`config.mk`:
```
export PLATFORM = sky130hd
export DESIGN_NAME = mem_arb
export DESIGN_NICKNAME = d
export VERILOG_FILES = /design/src/rtl/mem_arb.sv
export SDC_FILE = /design/constraint.sdc
export NUM_CORES = 1
export LEC_CHECK = 0
export ABC_CLOCK_PERIOD_IN_PS = 1800
export BUFFER_PORTS_ARGS = -buffer_cell sky130_fd_sc_hd__buf_2
export CAP_MARGIN = 20
export CELL_PAD_IN_SITES_DETAIL_PLACEMENT = 0
export CELL_PAD_IN_SITES_GLOBAL_PLACEMENT = 1
export CORE_ASPECT_RATIO = 1.2
export CORE_UTILIZATION = 31
export CTS_CLUSTER_DIAMETER = 50
export DETAILED_ROUTE_END_ITERATION = 8
export GPL_ROUTABILITY_DRIVEN = 0
export PLACE_DENSITY_LB_ADDON = 0.1
export SLEW_MARGIN = 30
export SYNTH_ARGS = -nofsm -noshare
export SYNTH_HDL_FRONTEND = slang
export SYNTH_SLANG_ARGS = --single-unit
```
`constraint.sdc`:
```
create_clock -name clk -period 1.8 [get_ports clk]
set_input_delay 0.27 -clock clk [delete_from_list [all_inputs] [get_ports clk]]
set_output_delay 0.27 -clock clk [all_outputs]
set_load 0.005 [all_outputs]
```
`src/rtl/mem_arb.sv`:
```
// mem_arb: shares one single-port synchronous memory between IF and DM; define ARB_STATS_EN for grant/conflict counters
module mem_arb #(
    parameter int ADDR_W     = 32,
    parameter int DATA_W     = 32,
    parameter int MEM_LAT    = 1,
    parameter int STARVE_MAX = 4
) (
    input  logic              clk,
    input  logic              rst,
    input  logic              if_req,
    input  logic [ADDR_W-1:0] if_addr,
    output logic              if_gnt,
    output logic              if_valid,
    output logic [DATA_W-1:0] if_rdata,
    input  logic              dm_req,
    input  logic              dm_we,
    input  logic [3:0]        dm_sel,
    input  logic [ADDR_W-1:0] dm_addr,
    input  logic [DATA_W-1:0] dm_wdata,
    output logic              dm_gnt,
    output logic              dm_valid,
    output logic [DATA_W-1:0] dm_rdata,
    output logic              mem_ce,
    output logic              mem_we,
    output logic [3:0]        mem_sel,
    output logic [ADDR_W-1:0] mem_addr,
    output logic [DATA_W-1:0] mem_wdata,
    input  logic [DATA_W-1:0] mem_rdata,
    output logic              busy
`ifdef ARB_STATS_EN
    ,
    input  logic              stat_clr,
    output logic [31:0]       stat_if_cnt,
    output logic [31:0]       stat_dm_cnt,
    output logic [31:0]       stat_conf_cnt
`endif
);
    typedef enum logic [1:0] {IDLE, ISSUE, WAIT} state_t;
    localparam int CW = $clog2(MEM_LAT + 1);
    localparam int SW = $clog2(STARVE_MAX + 1);

    state_t            state;
    logic [CW-1:0]     lat_cnt;
    logic [SW-1:0]     starve_cnt;
    logic              own_dm;
    logic              cmd_we;
    logic [3:0]        cmd_sel;
    logic [ADDR_W-1:0] cmd_addr;
    logic [DATA_W-1:0] cmd_wdata;
    logic [DATA_W-1:0] if_hold;
    logic [DATA_W-1:0] dm_hold;
    logic              done;
    logic              can_gnt;
    logic              force_if;

    // lat_cnt holds the WAIT cycles still to go, so completion is the cycle it reads zero
    assign done     = state == WAIT && lat_cnt == '0;
    // gating with rst keeps the grants low while reset is asserted
    assign can_gnt  = rst && (state == IDLE || done);
    assign force_if = starve_cnt == SW'(STARVE_MAX);
    assign dm_gnt   = can_gnt && dm_req && !(if_req && force_if);
    assign if_gnt   = can_gnt && if_req && !dm_gnt;
    assign busy     = state != IDLE;
    assign mem_ce   = state == ISSUE;
    assign mem_we   = mem_ce && cmd_we;
    assign mem_sel  = cmd_sel;
    assign mem_addr = cmd_addr;
    assign mem_wdata = cmd_wdata;
    assign if_valid = done && !own_dm;
    assign dm_valid = done && own_dm;
    // read data passes straight through on the valid cycle, then the hold register keeps it
    assign if_rdata = if_valid ? mem_rdata : if_hold;
    assign dm_rdata = dm_valid ? (cmd_we ? '0 : mem_rdata) : dm_hold;

    // access sequencer: latch the winner's command on grant, then issue and time the read latency
    always_ff @(posedge clk or negedge rst) begin
        if (!rst) begin
            state     <= IDLE;
            lat_cnt   <= '0;
            own_dm    <= 1'b0;
            cmd_we    <= 1'b0;
            cmd_sel   <= '0;
            cmd_addr  <= '0;
            cmd_wdata <= '0;
        end else if (if_gnt || dm_gnt) begin
            state     <= ISSUE;
            own_dm    <= dm_gnt;
            cmd_we    <= dm_gnt && dm_we;
            cmd_sel   <= dm_gnt ? dm_sel : 4'hF;
            cmd_addr  <= dm_gnt ? dm_addr : if_addr;
            cmd_wdata <= dm_gnt ? dm_wdata : '0;
        end else if (state == ISSUE) begin
            state   <= WAIT;
            lat_cnt <= CW'(MEM_LAT - 1);
        end else if (state == WAIT) begin
            state   <= done ? IDLE : WAIT;
            lat_cnt <= lat_cnt - CW'(1);
        end
    end

    // count DM wins against a waiting IF so IF is forced through after STARVE_MAX of them
    always_ff @(posedge clk or negedge rst) begin
        if (!rst)
            starve_cnt <= '0;
        else if (if_gnt || !if_req)
            starve_cnt <= '0;
        else if (dm_gnt && !force_if)
            starve_cnt <= starve_cnt + SW'(1);
    end

    // keep the last returned word on each requester's data output
    always_ff @(posedge clk or negedge rst) begin
        if (!rst) begin
            if_hold <= '0;
            dm_hold <= '0;
        end else begin
            if (if_valid)
                if_hold <= mem_rdata;
            if (dm_valid)
                dm_hold <= cmd_we ? '0 : mem_rdata;
        end
    end

`ifdef ARB_STATS_EN
    // saturating grant and conflict counters; clear wins over increment
    always_ff @(posedge clk or negedge rst) begin
        if (!rst || stat_clr) begin
            stat_if_cnt   <= '0;
            stat_dm_cnt   <= '0;
            stat_conf_cnt <= '0;
        end else begin
            if (if_gnt && ~&stat_if_cnt)
                stat_if_cnt <= stat_if_cnt + 32'd1;
            if (dm_gnt && ~&stat_dm_cnt)
                stat_dm_cnt <= stat_dm_cnt + 32'd1;
            if (if_req && dm_req && !if_gnt && !dm_gnt && ~&stat_conf_cnt)
                stat_conf_cnt <= stat_conf_cnt + 32'd1;
        end
    end
`endif
endmodule

```
==> Word level (Yosys, flattened, before mapping) <==
Cells that the tools add are included.
{ "totals": {"word_cells": 57, "in_bits": 137, "output_inout_bits": 139, "ff_bits": 140} }
{ "classes": {"n_reduce_logical": 26, "n_addsub": 2, "n_mux": 14, "n_eq_ne": 3, "bitwise_logic": 2} }
{ "op_table": {"columns": ["operator", "count"], "rows": [
  ["32-bit 2-to-1 mux", 5],
  ["1-bit logical AND", 12],
  ["2-bit 2-to-1 mux", 4],
  ["3-bit 2-to-1 mux", 2],
  ["2-bit nonzero test", 3],
  ["1-bit zero test", 5],
  ["4-bit 2-to-1 mux", 1],
  ["3-bit by 1-bit adder with 3-bit output, second input constant", 1],
  ["3-bit == test, second input constant", 1],
  ["1-bit logical OR", 3],
  ["3-bit nonzero test", 1],
  ["2-bit by 1-bit == test with 1-bit output, second input constant", 1],
  ["2-bit == test, second input constant", 1],
  ["2-bit zero test", 1],
  ["1-bit 2-to-1 mux", 2],
  ["1-bit inverter", 2],
  ["2-bit AND reduction", 1],
  ["1-bit subtractor, second input constant", 1]
]} }

==> Logic depth before layout (Yosys ltp) <==
Gate-level depths: netlist of run 1.
{ "logic_depth": {"word_depth": 11, "ltp_mapped": 8, "mapped_depth_nobuf": 7} }

==> Worst setup path before layout of run 1 <==
OpenSTA, ideal clock, no wires.
{ "synth_timing": {"path_type": "flip-flop to output port", "startpoint": "reg state[0]", "endpoint": "out if_rdata[10]", "arrival_ps": 1468, "t_required_ps": 1530, "n_path_buf": 1, "stages_incl_launch_ff": 7, "setup_slack_ps": 62, "path_cell_list": "dfrtp_1 -> inv_1 -> ha_1 -> nand2b_4 -> nor2_2 -> buf_4 -> mux2_2"} }
{ "synth_via": {"elab_chain_cells": 4} }
{ "synth_rtl": {"columns": ["item", "line", "rtl"], "rows": [
  ["start, declared", "42", "state_t state;"],
  ["start signal, assigned", "96", "state <= done ? IDLE : WAIT;"],
  ["2-bit == test", "57", "assign done = state == WAIT && lat_cnt == '0;"],
  ["1-bit logical AND", "57", null],
  ["1-bit logical AND", "69", "assign if_valid = done && !own_dm;"],
  ["via if_valid", "13", "output logic if_valid,"],
  ["32-bit 2-to-1 mux", null, null],
  ["end, declared", "14", "output logic [DATA_W-1:0] if_rdata,"]
]} }
The timed path passes the listed nets, and every way through them passes these cells.

==> Worst setup path in the final report of run 1 <==
{ "layout_timing": {"startpoint": "reg state[0]", "endpoint": "out if_rdata[1]"} }
{ "layout_via": {"elab_chain_cells": 4} }
{ "layout_rtl": {"columns": ["item", "line"], "rows": [
  ["2-bit == test", "57"],
  ["1-bit logical AND", "57"],
  ["1-bit logical AND", "69"],
  ["32-bit 2-to-1 mux", null]
]} }
No other way between the ends.

==> flow_metrics.env, run 1 <==
export IMPL_synth_nets=653
export IMPL_critPathMaxStageDelay_ns=0.39
export IMPL_yosys_top_cells_count="dfrtp_1, nand2_1, a21oi_1"
export IMPL_path_buf_inv=3
export IMPL_period_needed_ns=2.21
export IMPL_ctsHoldBuffers=0
export IMPL_ioPinCount=276
export IMPL_fin_crit_sh_pct=123
export IMPL_area_growth_pct=67.4
export IMPL_drcViolationCount=0
export IMPL_final_nets=980
export IMPL_numCtsBuffers=17
export IMPL_swShare_pct=34.5
export IMPL_tns_ns=-34.12
export IMPL_die_area_um2=19100
export IMPL_worst_ir_drop_vdd_mv=0.801
export IMPL_cp_required_ns=1.53
export IMPL_instances_no_fill=1075
export IMPL_hpwl_um=11200
export IMPL_crit_chain="inv_2 > ha_4 > nand2b_4 > nor2_4 > buf_12 > mux2_2 > buf_2"
export IMPL_rsz0062_at_grt="yes"
export IMPL_netlist_area_leader_share_pct=61.0
export IMPL_crit_path_top_delay_cell="dfrtp_1"
export IMPL_synth_most_common_cell="dfrtp_1"
export IMPL_synth_edff_count=0
export IMPL_ant_nets=0
export IMPL_seq_area_frac_synth_pct=61.0
export IMPL_fp_row_count=54
export IMPL_max_clock_path_buffers=2
export IMPL_antenna_found_initial=1
export IMPL_drive_gt1_share_pct=61.5
export IMPL_grt_pass1_wl_um=27400
export IMPL_crit_family="buffers and inverters"
export IMPL_ys_top_cells_by_area="dfrtp_1, mux2_2, a21oi_1"
export IMPL_coreArea_um2=18200
export IMPL_grt_pass1_vias=5289
export IMPL_start_util_pct=31.6
export IMPL_power_frac_comb_pct=49.1
export IMPL_relSlewSlack_pct=47.6
export IMPL_die_x_um=126
export IMPL_netlist_instances=511
export IMPL_power_leakage_nw=4.71
export IMPL_diodes=0
export IMPL_p_int_mw=11.8
export IMPL_hold_ws_ns=0.0417
export IMPL_viasPerCell=4.78
export IMPL_synth_distinct_cells=31
export IMPL_routed_wl_um=18500
export IMPL_cp_end_kind="output port"
export IMPL_cts_tree="yes"
export IMPL_clockPowerShare_pct=21.0
export IMPL_crit_path_max_fanout=33
export IMPL_place_area_um2=7500
export IMPL_ys_async_sr_fraction_pct=100
export IMPL_cp_start_kind="flop"
export IMPL_wl_per_cell_um=17.2
export IMPL_clock_latency_ns=0.41
export IMPL_first_iter_violations=190
export IMPL_maxCapViolations=0
export IMPL_hold_violations=0
export IMPL_clock_sinks=140
export IMPL_dr_total_vias=5135
export IMPL_clkTransAtPathRegs_ns=0.06
export IMPL_port_buffers=275
export IMPL_die_h_um=151
export IMPL_syn_area_per_cell_um2=11.2
export IMPL_synthesis_area_um2=5740
export IMPL_hold_path_class="primary input to asynchronous set/reset pin"
export IMPL_dp_worst_setup_slack_ns=-0.0471
export IMPL_finClkSkew_ns=0.0119
export IMPL_dp_cells=996
export IMPL_setup_violations=135
export IMPL_rrSetupSlack_ns=-0.22
export IMPL_worst_ep_arrival_time_ns=1.94
export IMPL_fmax_ghz=0.452
export IMPL_ys_flop_type="dfrtp_1"
export IMPL_pwr_share_seq_pct=30.0
export IMPL_final_area_um2=9610
export IMPL_p_switching_mw=6.24
export IMPL_track_usage_pct=18.5
export IMPL_status="finished with violations"
export IMPL_worst_pin_slew_ns=0.786
export IMPL_cellPowerDensity_nw_per_um2=1880
export IMPL_drv_slew=0
export IMPL_setup_slack_ns=-0.411
export IMPL_yosys_area_top_type="dfrtp_1"
export IMPL_root_buffer="clkbuf_16"
export IMPL_globalRoute_totalOverflow=0
export IMPL_synth_seq_cells=140
export IMPL_grt_max_degree=141
export IMPL_drtPass1Iterations=4
export IMPL_yosysWarnings=0
export IMPL_htree_levels=4
export IMPL_worst_setup_path_type="flop to output port"
export IMPL_violations="negative setup slack"
metal layers:
layer / GRT usage, % / routed length, um
met1: 21.3 / 7540
met5: 0 / 10
met3: 6.11 / 1070
met4: 6.51 / 236
met2: 32.0 / 9600
repair_timing:
action                     in CTS  in global routing
setup endpoints to repair      70                147
buffers inserted               37                 15
gates cloned                    5                  9
gates resized for setup       156                102
pin swaps                      83                 53
power by group through the flow:
stage	clock (mW)	combinational (mW)	sequential [mW]
2_1_floorplan	0	3.17	5.30
3_3_place_gp	0	6.04	5.27
3_5_place_dp	0	6.16	5.30
4_1_cts	3.89	8.07	5.36
5_1_grt	4.02	9.65	5.60
6_report	3.79	8.88	5.42
sequential cells by signal (all words and copies together), names as in the netlist:
signal / count
lat_cnt: 1
mem_addr: 32
if_hold: 32
mem_wdata: 32
mem_sel: 4
dm_hold: 32
cmd_we: 1
own_dm: 1
starve_cnt: 3
state: 2
per-stage QoR:
stage	util [%]	power (mW)
after floorplan	-	8.46
after global placement	41.3	11.3
after detailed placement	41.3	11.5
after CTS	49.6	17.3
after global routing	52.9	19.3
final	52.9	18.1
cell families (layout without fill, tap and decap cells):
family	Yosys count	in the layout	share of synthesized area, %
multiplexers	33	33	6.47
buffers and inverters	42	382	4.27
AND/OR/NAND/NOR	145	145	11.5
flip-flops	140	140	61.0
AO/OA/AOI/OAI	146	146	15.7
adder cells (fa/ha/maj)	5	5	1.09
layout make-up:
type / instances / area (um2)
repair buffers: 342 / 2370
inverters: 8 / 35.0
fillers: 1662 / 8560
flip-flops and latches: 140 / 3500
clock inverters: 11 / 191
well taps: 224 / 280
multi-input cells: 329 / 2790
clock buffers: 21 / 440
worst paths after layout:
kind,start,end,cells after the start
min,rst,dm_hold[24],2
max in group asynchronous,rst,mem_addr[27],2
min reg2reg,dm_hold[9],dm_hold[9],2
min in group clk,dm_sel[2],mem_sel[2],2
max,state[0],if_rdata[1],7
max reg2reg,state[0],mem_wdata[7],11
layout by cell type, fill, tap and decap left out, types with 14 or more instances in the layout:
| master | instances |
|---|---|
| nor2_1 | 36 |
| buf_6 | 18 |
| buf_4 | 26 |
| clkbuf_16 | 24 |
| a22o_1 | 33 |
| buf_12 | 14 |
| nand2_1 | 41 |
| nand2b_1 | 34 |
| a21oi_2 | 33 |
| mux2_2 | 32 |
| o21ai_4 | 20 |
| a21oi_1 | 20 |
| buf_2 | 270 |
| dfrtp_1 | 140 |
| nand2_4 | 27 |
No activity file was read; power rests on OpenSTA's default activity.
==> run 2: changes to the inputs <==
--- a/config.mk
+++ b/config.mk
@@ -6,14 +6,14 @@
 export NUM_CORES = 1
 export LEC_CHECK = 0
 export ABC_CLOCK_PERIOD_IN_PS = 1800
-export BUFFER_PORTS_ARGS = -buffer_cell sky130_fd_sc_hd__buf_2
 export CAP_MARGIN = 20
 export CELL_PAD_IN_SITES_DETAIL_PLACEMENT = 0
 export CELL_PAD_IN_SITES_GLOBAL_PLACEMENT = 1
 export CORE_ASPECT_RATIO = 1.2
-export CORE_UTILIZATION = 31
+export CORE_UTILIZATION = 40
 export CTS_CLUSTER_DIAMETER = 50
 export DETAILED_ROUTE_END_ITERATION = 8
+export DONT_BUFFER_PORTS = 1
 export GPL_ROUTABILITY_DRIVEN = 0
 export PLACE_DENSITY_LB_ADDON = 0.1
 export SLEW_MARGIN = 30
==> flow_metrics.env, run 2 (same netlist as run 1, synthesis figures left out) <==
export IMPL_status="finished with violations"
export IMPL_violations="design-rule violations, negative hold slack, negative setup slack"
export IMPL_worst_ir_drop_vdd_mv=0.789
export IMPL_grt_pass1_vias=4585
export IMPL_final_nets=781
export IMPL_antenna_found_initial=0
export IMPL_p_int_mw=10.5
export IMPL_power_leakage_nw=3.83
export IMPL_track_usage_pct=21.9
export IMPL_fin_crit_sh_pct=120
export IMPL_viasPerCell=5.40
export IMPL_power_frac_comb_pct=39.7
export IMPL_hold_ws_ns=-0.462
export IMPL_instances_no_fill=823
export IMPL_cellPowerDensity_nw_per_um2=1860
export IMPL_cts_tree="yes"
export IMPL_htree_levels=4
export IMPL_rsz0062_at_grt="yes"
export IMPL_start_util_pct=41.4
export IMPL_r2r_start="state[1]"
export IMPL_final_cell_mix="dfrtp_1, dlygate4sd3_1, nand2_1, nor2_1, a21oi_1"
export IMPL_setup_violations=134
export IMPL_die_x_um=111
export IMPL_r2r_cells=9
export IMPL_critPathMaxStageDelay_ns=0.39
export IMPL_worst_pin_slew_ns=0.348
export IMPL_cp_start_kind="flop"
export IMPL_drcViolationCount=35
export IMPL_grt_pass1_wl_um=24700
export IMPL_crit_path_top_delay_cell="dfrtp_1"
export IMPL_port_buffers=0
export IMPL_globalRoute_totalOverflow=0
export IMPL_worst_ep_arrival_time_ns=1.90
export IMPL_period_needed_ns=2.17
export IMPL_p_switching_mw=5.35
export IMPL_r2r_end="mem_wdata[25]"
export IMPL_hold_violations=140
export IMPL_clockPowerShare_pct=24.8
export IMPL_hold_path_class="primary input to asynchronous set/reset pin"
export IMPL_setup_slack_ns=-0.367
export IMPL_clkTransAtPathRegs_ns=0.06
export IMPL_swShare_pct=33.8
export IMPL_diodes=0
export IMPL_dp_cells=680
export IMPL_drv_slew=0
export IMPL_crit_top_cell="buf_6"
export IMPL_path_buf_inv=4
export IMPL_worst_setup_path_type="flop to output port"
export IMPL_first_iter_violations=269
export IMPL_grt_max_degree=144
export IMPL_coreArea_um2=13900
export IMPL_finClkSkew_ns=0.00701
export IMPL_crit_family="buffers and inverters"
export IMPL_die_area_um2=14800
export IMPL_clock_sinks=140
export IMPL_ant_nets=0
export IMPL_maxCapViolations=0
export IMPL_dr_total_vias=4445
export IMPL_drive_gt1_share_pct=29.4
export IMPL_relSlewSlack_pct=76.6
export IMPL_cp_required_ns=1.53
export IMPL_cp_end_kind="output port"
export IMPL_max_clock_path_buffers=2
export IMPL_crit_chain="inv_2 > ha_4 > buf_6 > nand2b_4 > nor2_4 > buf_6 > clkbuf_16 > mux2_4"
export IMPL_dp_worst_setup_slack_ns=-0.0263
export IMPL_root_buffer="clkbuf_16"
export IMPL_startpoint="state[0]"
export IMPL_p_total_mw=15.8
export IMPL_die_h_um=133
export IMPL_routed_wl_um=17300
export IMPL_area_growth_pct=48.3
export IMPL_fmax_ghz=0.461
export IMPL_hpwl_um=9270
export IMPL_clock_latency_ns=0.43
export IMPL_layout_commonest_cell="dfrtp_1"
export IMPL_wl_per_cell_um=21.0
export IMPL_drtPass1Iterations=7
export IMPL_fp_row_count=47
export IMPL_crit_path_max_fanout=6
export IMPL_numCtsBuffers=17
export IMPL_rrSetupSlack_ns=-0.11
export IMPL_ioPinCount=276
export IMPL_pwr_share_seq_pct=35.5
[run 2: what timing repair did]
| item | CTS | global route |
|---|---|---|
| pin swaps | 12 | 10 |
| setup endpoints to repair | 70 | 137 |
| hold endpoints to repair | 217 | 147 |
| cloned | 5 | 7 |
| setup buffers | 14 | 3 |
| hold buffers | 78 | 7 |
| resized for setup | 99 | 59 |
[run 2: power groups by stage]
stage | Sequential [mW] | Clock, mW | Combinational (mW)
2_1_floorplan | 5.30 | 0 | 3.17
3_3_place_gp | 5.59 | 0 | 4.21
3_5_place_dp | 5.59 | 0 | 4.36
5_1_grt | 5.75 | 4.11 | 6.81
6_report | 5.62 | 3.92 | 6.28
4_1_cts | 5.59 | 3.99 | 5.64
[run 2: worst max-delay path by stage]
stage,to,slack (ns),cells after the start
final,if_rdata[10],-0.37,8
after global routing,if_rdata[10],-0.44,8
after CTS,if_rdata[28],-0.42,9
after detailed placement,mem_addr[21],-0.03,8
after global placement,if_rdata[2],0.05,7
after floorplan,if_rdata[10],0.06,6
[run 2: final cells by class]
| cell class | instances | area [um2] |
|---|---|---|
| clock inverters | 10 | 185 |
| well taps | 171 | 214 |
| flip-flops and latches | 140 | 3500 |
| clock buffers | 22 | 474 |
| fillers | 1089 | 5370 |
| repair buffers | 143 | 1660 |
| inverters | 8 | 35.0 |
| multi-input cells | 329 | 2440 |
[run 2: worst reg2reg max path, stage by stage, from the launching register on]
cell,delay (ns)
dfrtp_1,0.40
buf_4,0.13
buf_4,0.11
inv_4,0.04
ha_4,0.18
o2111ai_4,0.24
inv_4,0.08
buf_4,0.14
bufbuf_16,0.27
a22o_1,0.21
[run 2: stage by stage]
step           TNS, ns  hold slack (ns)  cell area [um2]  util [%]
3_3_place_gp         0          -0.0229             6090      43.9
2_1_floorplan        0          -0.0256             5740         -
5_1_grt         -31.35           -0.486             8510      61.3
3_5_place_dp   -0.0551          -0.0223             6090      43.9
4_1_cts         -19.80           -0.480             8070      58.2
6_report        -20.52           -0.462             8510      61.3
[run 2: routing by layer]
layer | up-vias | part of all wire [%] | track usage, %
met1 | 2203 | 37 | 23.8
met2 | 200 | 53 | 38.0
li1 | 2012 | - | -
met5 | - | 0 | 0
met4 | 0 | 2.0 | 9.01
met3 | 30 | 8.2 | 8.83
==> run 3: changes to the inputs <==
--- a/config.mk
+++ b/config.mk
@@ -5,7 +5,8 @@
 export SDC_FILE = /design/constraint.sdc
 export NUM_CORES = 1
 export LEC_CHECK = 0
-export ABC_CLOCK_PERIOD_IN_PS = 1800
+export ABC_AREA = 1
+export ABC_CLOCK_PERIOD_IN_PS = 1900
 export CAP_MARGIN = 20
 export CELL_PAD_IN_SITES_DETAIL_PLACEMENT = 0
 export CELL_PAD_IN_SITES_GLOBAL_PLACEMENT = 1
@@ -16,6 +17,7 @@
 export DONT_BUFFER_PORTS = 1
 export GPL_ROUTABILITY_DRIVEN = 0
 export PLACE_DENSITY_LB_ADDON = 0.1
+export REMOVE_ABC_BUFFERS = 1
 export SLEW_MARGIN = 30
 export SYNTH_ARGS = -nofsm -noshare
 export SYNTH_HDL_FRONTEND = slang
==> constraint.sdc (replaced) <==
create_clock -name clk -period 1.9 [get_ports clk]
set_input_delay 0.285 -clock clk [delete_from_list [all_inputs] [get_ports clk]]
set_output_delay 0.285 -clock clk [all_outputs]
set_load 0.005 [all_outputs]
==> flow_metrics.env, run 3 <==
export IMPL_grt_pass1_wl_um=25500
export IMPL_globalRoute_totalOverflow=0
export IMPL_drv_slew=0
export IMPL_power_leakage_nw=4.33
export IMPL_swShare_pct=38.6
export IMPL_die_area_um2=15800
export IMPL_worst_ir_drop_vdd_mv=0.666
export IMPL_ctsHoldBuffers=34
export IMPL_period_needed_ns=2.06
export IMPL_setup_violations=65
export IMPL_clock_sinks=140
export IMPL_finClkSkew_ns=0.00829
export IMPL_die_h_um=138
export IMPL_cellPowerDensity_nw_per_um2=1690
export IMPL_max_clock_path_buffers=2
export IMPL_place_area_um2=6470
export IMPL_die_x_um=115
export IMPL_fmax_ghz=0.484
export IMPL_p_int_mw=8.64
export IMPL_first_iter_violations=198
export IMPL_dr_total_vias=5058
export IMPL_drtPass1Iterations=4
export IMPL_final_area_um2=8320
export IMPL_clock_latency_ns=0.42
export IMPL_cp_end_kind="output port"
export IMPL_worst_ep_arrival_time_ns=1.78
export IMPL_crit_family="buffers and inverters"
export IMPL_yosys_top_cells_count="nand2_1, dfrtp_1, inv_1"
export IMPL_drive_gt1_share_pct=23.8
export IMPL_hold_violations=140
export IMPL_critPathMaxStageDelay_ns=0.39
export IMPL_numCtsBuffers=17
export IMPL_clkTransAtPathRegs_ns=0.06
export IMPL_maxCapViolations=0
export IMPL_port_buffers=0
export IMPL_final_nets=974
export IMPL_ys_async_sr_fraction_pct=100
export IMPL_crit_path_max_fanout=7
export IMPL_ys_top_cells_by_area="dfrtp_1, nand2_1, nand3_1"
export IMPL_netlist_area_leader_share_pct=57.2
export IMPL_track_usage_pct=21.5
export IMPL_hold_path_class="primary input to asynchronous set/reset pin"
export IMPL_final_cell_mix="nand2_1, dfrtp_1, inv_1, nand2_2, nand3_1"
export IMPL_fp_row_count=49
export IMPL_hpwl_um=11100
export IMPL_start_util_pct=41.0
export IMPL_rsz0062_at_grt="yes"
export IMPL_routed_wl_um=17600
export IMPL_synth_edff_count=0
export IMPL_netlist_instances=770
export IMPL_worst_pin_slew_ns=0.439
export IMPL_synth_distinct_cells=18
export IMPL_relSlewSlack_pct=70.7
export IMPL_crit_chain="inv_2 > ha_4 > nand2_8 > nor2_4 > buf_6 > clkbuf_16 > nand3_2 > nand2_2"
export IMPL_path_buf_inv=3
export IMPL_r2r_cells=13
export IMPL_coreArea_um2=15000
export IMPL_layout_commonest_cell="nand2_1"
export IMPL_ant_nets=0
export IMPL_rrSetupSlack_ns=0.11
export IMPL_syn_area_per_cell_um2=7.96
export IMPL_post_route_util_pct=55.6
export IMPL_grt_max_degree=143
export IMPL_status="finished with violations"
export IMPL_p_total_mw=14.1
export IMPL_cp_start_kind="flop"
export IMPL_dp_worst_setup_slack_ns=0.0788
export IMPL_cp_required_ns=1.62
export IMPL_synthesis_area_um2=6130
export IMPL_clockPowerShare_pct=24.4
export IMPL_p_switching_mw=5.43
export IMPL_violations="negative hold slack, negative setup slack"
export IMPL_yosys_area_top_type="dfrtp_1"
export IMPL_yosysWarnings=0
export IMPL_synth_seq_cells=140
export IMPL_fillCellCount=1380
export IMPL_hold_ws_ns=-0.436
export IMPL_drcViolationCount=0
export IMPL_power_frac_comb_pct=38.1
export IMPL_seq_area_frac_synth_pct=57.2
export IMPL_r2r_start="state[0]"
export IMPL_antenna_found_initial=1
export IMPL_ioPinCount=276
export IMPL_pwr_share_seq_pct=37.5
export IMPL_ys_flop_type="dfrtp_1"
export IMPL_area_growth_pct=35.8
export IMPL_r2r_end="mem_addr[27]"
export IMPL_fin_crit_sh_pct=109
export IMPL_grt_pass1_vias=4865
export IMPL_synth_most_common_cell="nand2_1"
export IMPL_crit_path_top_delay_cell="dfrtp_1"
export IMPL_wl_per_cell_um=16.8
export IMPL_htree_levels=4
export IMPL_root_buffer="clkbuf_16"
export IMPL_viasPerCell=4.82
export IMPL_setup_slack_ns=-0.165
export IMPL_worst_setup_path_type="flop to output port"
export IMPL_cts_tree="yes"
run 3: cell type report:
type / count / area [um2] / area share [%]
Sequential cell: 140 / 3500 / 42.1
Multi-Input combinational cell: 504 / 2600 / 31.2
Timing Repair Buffer: 82 / 1010 / 12.1
Clock buffer: 19 / 453 / 5.44
Inverter: 87 / 333 / 4.00
Tap cell: 204 / 255 / 3.07
Clock inverter: 13 / 165 / 1.98
Antenna cell: 1 / 2.50 / 0.0301
run 3: through the flow:
step | TNS (ns) | std cells | hold WS, ns
floorplan | -218.11 | 731 | -0.0106
global placement | 0 | 956 | -0.00739
detailed placement | 0 | 956 | -0.00732
CTS | -8.74 | 1042 | -0.462
global route | -13.40 | 1050 | -0.461
finish | -7.80 | 1050 | -0.436
run 3: power groups by stage:
stage          logic (mW)  clock network (mW)  registers [mW]
2_1_floorplan        2.65                   0            4.98
3_3_place_gp         3.82                   0            5.28
3_5_place_dp         3.93                   0            5.28
4_1_cts              4.97                3.51            5.26
5_1_grt              6.00                3.64            5.41
6_report             5.36                3.43            5.27
run 3: how the worst max path moves through the flow:
stage / depth (start not counted) / to / startpoint / slack (ns)
final: 8 / dm_rdata[29] / state[0] / -0.16
after detailed placement: 9 / mem_sel[0] / state[0] / 0.08
after global placement: 9 / mem_sel[0] / state[0] / 0.14
after floorplan: 9 / starve_cnt[1] / state[0] / -1.69
after global routing: 8 / if_rdata[11] / state[0] / -0.25
after CTS: 9 / dm_rdata[6] / state[0] / -0.17
run 3: repair_timing:
item                                    CTS  global route
buffers inserted                         16             7
gates resized for setup                  92            77
hold endpoints to repair                174           140
gates cloned                              5             4
pin swaps                                 9            29
endpoints found under the setup margin   68           105
run 3: cell families after synthesis:
family / synth area share (%)
compound gates: 3.80
xor+xnor: 0.143
fa+ha+maj: 1.02
buf+inv: 8.31
flops: 57.2
simple gates: 29.6
run 3: metal layers:
layer	share of wire [%]	wire length, um	up-vias	GRT usage [%]
li1	-	-	2459	-
met1	39	6850	2372	24.1
met2	51	9010	204	37.1
met3	7.8	1370	23	6.91
met4	2.3	411	0	10.2
met5	0	0	-	0
run 3: worst reg2reg max path, stage by stage, from the launching register on:
cell,delay [ns]
dfrtp_1,0.39
inv_2,0.09
ha_4,0.16
nand2_8,0.06
buf_12,0.14
nand2_4,0.06
nand2_4,0.05
nor2_4,0.14
buf_6,0.13
buf_8,0.15
buf_8,0.13
nand2_1,0.06
nand3_1,0.08
nand2_1,0.06
